`src/rtl/player_arbiter.sv`:
```
// Shares one music player between MSC_N prioritised requesters (index 0 highest), with a
// bounded play time and an enforced silent gap. Define PLAYER_ARB_PEND_EN to queue losing requests.
module player_arbiter #(
   parameter int unsigned MSC_N   = 4,
   parameter int unsigned PLAY_S  = 30,
   parameter int unsigned GAP_CYC = 16
) (
   input  logic             sysclk,
   input  logic             rst,
   input  logic             sec_tick,
   input  logic [MSC_N-1:0] req,
   input  logic             stop,
   output logic [MSC_N-1:0] start,
   output logic [MSC_N-1:0] grant,
   output logic             busy,
   output logic             done,
   output logic             done_to
);

   typedef enum logic [2:0] {
      StIdle = 3'b001,
      StPlay = 3'b010,
      StGap  = 3'b100
   } state_e;

   localparam logic [7:0]       SecLast = 8'(PLAY_S - 1);
   localparam logic [7:0]       GapLast = 8'(GAP_CYC - 1);
   localparam logic [MSC_N-1:0] One     = MSC_N'(1);
`ifdef PLAYER_ARB_PEND_EN
   localparam bit PendEn = 1'b1;
`else
   localparam bit PendEn = 1'b0;
`endif

   state_e           state_q, state_d;
   logic [MSC_N-1:0] start_q, start_d;
   logic [MSC_N-1:0] grant_q, grant_d;
   logic [MSC_N-1:0] pend_q, pend_d, pend_nxt;
   logic [7:0]       sec_cnt_q, sec_cnt_d;
   logic [7:0]       gap_cnt_q, gap_cnt_d;
   logic             busy_q, busy_d;
   logic             done_q, done_d;
   logic             done_to_q, done_to_d;

   logic [MSC_N-1:0] cand, cand_win, req_win;
   logic             preempt, repeat_req, timeout;

   always_comb begin
      cand       = req | pend_q;
      // Isolate lowest set bit: x & -x.
      cand_win   = cand & (~cand + One);
      req_win    = req & (~req + One);
      preempt    = |(req & (start_q - One));
      repeat_req = |(req & start_q);
      timeout    = sec_tick && (sec_cnt_q == SecLast);
   end

   always_comb begin
      state_d   = state_q;
      start_d   = start_q;
      sec_cnt_d = sec_cnt_q;
      gap_cnt_d = gap_cnt_q;
      pend_nxt  = pend_q | req;
      done_d    = 1'b0;
      done_to_d = 1'b0;

      unique case (state_q)
         StIdle: begin
            if (|cand) begin
               state_d   = StPlay;
               start_d   = cand_win;
               sec_cnt_d = 8'd0;
               pend_nxt  = cand & ~cand_win;
            end
         end
         StPlay: begin
            if (stop) begin
               state_d   = StGap;
               start_d   = '0;
               gap_cnt_d = 8'd0;
               done_d    = 1'b1;
            end else if (preempt) begin
               // Pre-empted requester is dropped, not re-queued.
               start_d   = req_win;
               sec_cnt_d = 8'd0;
               pend_nxt  = pend_q | (req & ~req_win);
            end else if (repeat_req) begin
               sec_cnt_d = 8'd0;
               pend_nxt  = pend_q | (req & ~start_q);
            end else if (timeout) begin
               state_d   = StGap;
               start_d   = '0;
               gap_cnt_d = 8'd0;
               done_d    = 1'b1;
               done_to_d = 1'b1;
            end else if (sec_tick) begin
               sec_cnt_d = sec_cnt_q + 8'd1;
            end
         end
         StGap: begin
            if (gap_cnt_q == GapLast) begin
               if (|cand) begin
                  state_d   = StPlay;
                  start_d   = cand_win;
                  sec_cnt_d = 8'd0;
                  pend_nxt  = cand & ~cand_win;
               end else begin
                  state_d = StIdle;
               end
            end else begin
               gap_cnt_d = gap_cnt_q + 8'd1;
            end
         end
         default: begin
            state_d = StIdle;
            start_d = '0;
         end
      endcase

      pend_d  = PendEn ? pend_nxt : '0;
      grant_d = (state_d == StPlay) ? start_d : '0;
      busy_d  = (state_d != StIdle);
   end

   always_ff @(posedge sysclk) begin
      if (rst) begin
         state_q   <= StIdle;
         start_q   <= '0;
         grant_q   <= '0;
         pend_q    <= '0;
         sec_cnt_q <= 8'd0;
         gap_cnt_q <= 8'd0;
         busy_q    <= 1'b0;
         done_q    <= 1'b0;
         done_to_q <= 1'b0;
      end else begin
         state_q   <= state_d;
         start_q   <= start_d;
         grant_q   <= grant_d;
         pend_q    <= pend_d;
         sec_cnt_q <= sec_cnt_d;
         gap_cnt_q <= gap_cnt_d;
         busy_q    <= busy_d;
         done_q    <= done_d;
         done_to_q <= done_to_d;
      end
   end

   assign start   = start_q;
   assign grant   = grant_q;
   assign busy    = busy_q;
   assign done    = done_q;
   assign done_to = done_to_q;

endmodule

```
`config.mk`:
```
export PLATFORM = sky130hd
export DESIGN_NAME = player_arbiter
export DESIGN_NICKNAME = d
export VERILOG_FILES = /design/src/rtl/player_arbiter.sv
export SDC_FILE = /design/constraint.sdc
export NUM_CORES = 1
export LEC_CHECK = 0
export ABC_AREA = 1
export CAP_MARGIN = 15
export CORE_AREA = 2 2 52 79
export DETAILED_ROUTE_END_ITERATION = 16
export DIE_AREA = 0 0 54 81
export GPL_TIMING_DRIVEN = 0
export PLACE_DENSITY = 0.75
export SYNTH_ARGS = -nofsm -noshare
export SYNTH_HDL_FRONTEND = slang
export SYNTH_SLANG_ARGS = --single-unit
```
`constraint.sdc`:
```
create_clock -name sysclk -period 2 [get_ports sysclk]
set_input_delay 0.5 -clock sysclk [delete_from_list [all_inputs] [get_ports sysclk]]
set_output_delay 0.5 -clock sysclk [all_outputs]
set_load 0.01 [all_outputs]
```
==> metrics.md <==
| Metric | Value |
|---|---|
| Die Y | `81 um` |
| DRT Pass-1 Iters | `4` |
| Minimum clock period | `1.88 ns` |
| Final hold viol count | `0` |
| Clk_lat worst skew | `0.29 ns` |
| Type of the worst setup path | `input port to register` |
| Yosys Warn Count | `0` |
| Slew Limit Fails | `0` |
| Reg2Reg Capture Point | `sec_cnt_q[0]` |
| Max transition margin | `67.1%` |
| Final Net Count | `316` |
| Status | `finished clean` |
| Mapped Nets | `290` |
| Clk_skew | `0.00843 ns` |
| Share of synthesized registers carrying an async set or reset | `0%` |
| RSZ-0062 raised after global routing | `true` |
| Number of DRC markers after the initial detailed-route iteration | `36` |
| Post-place setup slack | `-0.337 ns` |
| Drc violations | `0` |
| Final HPWL DP | `3080 um` |
| Tightest Pin Transition | `0.494 ns` |
| First-pass GRT wire length | `6670 um` |
| EDFF count, synth | `0` |
| Congestion Overflow GR | `0` |
| Hold crit path type | `register to register` |
| # IOs | `19` |
| Fillcell total | `369` |
| Hold-fix buffers, CTS | `0` |
| Layout area overhead | `21.4%` |
| Pwr/cell area | `939 mW/mm^2` |
| Tot GR Track Use | `20.8%` |
| Commonest cells in the netlist | `nand2_1 (75), inv_1 (40), dfxtp_1 (30), nand3_1 (30), nor2_1 (29)` |
| WL final | `4090 um` |
| ANT nets after route | `0` |
| Num rows | `28` |
| Clock sinks | `30` |
| Buffers on Ports | `17` |
| Largest net degree at the start of global routing | `11` |
| Met2 Use GR | `36.7%` |
| Placer Congestion | `0.870` |
| Synth Instances | `278` |
| CTS tree | `done` |
| Fmax | `531 MHz` |
| Antenna cells | `0` |
| Worst Setup End Kind | `register` |
| Worst-path maximum fanout | `10` |
| Tcrit/Tclk final | `94.1%` |
| Max-cap viol count | `0` |
| Final setup viols | `0` |
| Post-synthesis sequential area ratio | `33.0%` |
| Largest cells by area after synthesis | `dfxtp_1 (33%), nand2_1 (15%), inv_1 (8.2%)` |
| Drt via density | `5.09` |
| DIE AREA | `0.00437 mm^2` |
| Initial antenna violation count | `0` |
| Htree depth | `2` |
| Syn Area/Cell | `6.55 um^2` |
| Max Root-Sink Buffers | `2` |
| Worst setup startpoint | `req[3]` |
| Synth cell types | `31` |
| Worst R2R Setup Slack | `0.16 ns` |
| Drt wl/cell | `11.7 um` |
| Initial Utilization | `48.1%` |
| Via count | `1782` |
| Clock transition at path regs | `0.07 ns` |
| Non-Filler Instances | `350` |
| Max rail drop VDD | `772 uV` |
| Yosys reg bits | `30` |
| Top-count cell post-synth | `nand2_1` |
| Total CTS buffers | `5` |
| Area share of the largest cell type after synthesis | `33.0%` |
| # placed instances | `340` |
| Core box area | `0.00378 mm^2` |
| Worst min-delay path startpoint | `gap_cnt_q[5]` |
| Root Buffer | `clkbuf_8` |
| Layout cells sized above 1 | `15.7%` |
| Critical Path AT | `2.06 ns` |
| Critical Path Start Type | `input port` |
| Required @ worst endpoint | `2.18 ns` |
| Fin util | `58.5%` |
| Met3 Usage GRT | `3.86%` |
| Met1 Usage GRT | `23.1%` |
| Synth area leader | `dfxtp_1` |
| Die X-Extent | `54 um` |
| Mapped Area | `0.00182 mm^2` |
| Final worst slack | `0.118 ns` |
| Leak Pwr | `0.986 nW` |
| Reg2reg path depth | `14` |
| Worst R2R Start | `start[0]` |
| Vias in the first global route | `1547` |
| Worst Setup EP | `sec_cnt_q[0]` |
| Ys flop type | `dfxtp_1` |
| GRT busiest layer | `met2` |
| Total power | `2.08 mW` |
==> worst max-delay path: stages <==
cell and delay, ns:
clkdlybuf4s50_1 0.46, nand2_1 0.09, nand2_1 0.05, inv_1 0.05, nand2_1 0.07, nor2_2 0.13
nand3_2 0.12, nand2_4 0.12, nand2_4 0.09, buf_6 0.18, a21oi_1 0.14, nor2_1 0.05
==> area by class of cell <==
class	count	area [um^2]	area share (%)
Multi-Input combinational cell	198	1050	47.4
Inverter	45	174	7.86
Sequential cell	30	603	27.3
Buffer	5	46.3	2.09
Tap cell	45	56.3	2.55
Clock buffer	7	86.3	3.90
Clock inverter	1	5.00	0.226
Timing Repair Buffer	19	193	8.71
==> metal layers <==
metal  up-vias  routed length [um]
li1        929                   -
met1       818                1660
met2        27                2240
met3         8                  98
met4         0                  99
met5         -                   0
==> where the power goes <==
group	switching (mW)	total, mW	leakage [nW]	internal, mW
Sequential	0.0739	0.759	0.245	0.685
Combinational	0.476	0.815	0.693	0.339
Clock	0.227	0.504	0.0482	0.277
Total	0.777	2.08	0.986	1.30
==> flip-flops by register name (all words and copies together) (netlist names) <==
name / cells
gap_cnt_q: 8
sec_cnt_q: 8
grant: 4
start: 4
state_q: 3
busy: 1
done: 1
done_to: 1
==> per-stage QoR <==
stage          hold slack, ns  cell area, um^2  setup TNS, ns
3_5_place_dp            0.478             2050          -5.49
3_3_place_gp            0.473             2050          -5.38
5_1_grt                 0.509             2210         -0.151
6_report                0.484             2210              0
2_1_floorplan           0.454             1820              0
4_1_cts                 0.489             2150              0
==> worst min-delay path by stage <==
stage | to | slack (ns) | depth (start not counted)
final | gap_cnt_q[5] | 0.48 | 2
after global routing | gap_cnt_q[5] | 0.51 | 2
after CTS | gap_cnt_q[5] | 0.49 | 2
after detailed placement | gap_cnt_q[5] | 0.48 | 2
after global placement | gap_cnt_q[3] | 0.47 | 2
after floorplan | gap_cnt_q[5] | 0.45 | 2
==> kinds of logic (layout without fill, tap and decap cells) <==
logic type,count (synthesis),count (layout),synth area share (%)
AND/OR/NAND/NOR,162,162,42.2
buffers and inverters,50,77,12.1
AO/OA/AOI/OAI,30,30,9.00
flip-flops,30,30,33.0
adder cells (fa/ha/maj),4,4,2.75
XOR/XNOR,2,2,0.962
==> layout by cell type, fill, tap and decap left out, drive strengths merged <==
cell type	n
nand2	80
inv	43
nor2	36
nand3	33
dfxtp	30
a21oi	22
clkdlybuf4s50	14
clkbuf	9
o21ai	7
buf	5
nand4	4
ha	4
nor3	4
or2	3
dlymetal6s2s	3
clkinv	3
xor2	2
o211ai	1
nor3b	1
nand3b	1
==> repair_timing <==
action,in CTS,in global routing
setup buffers,0,2
setup endpoints to repair,5,25
resized for setup,2,16
pin swaps,0,3
cloned,0,0
Power figures use the tool's default switching activity.
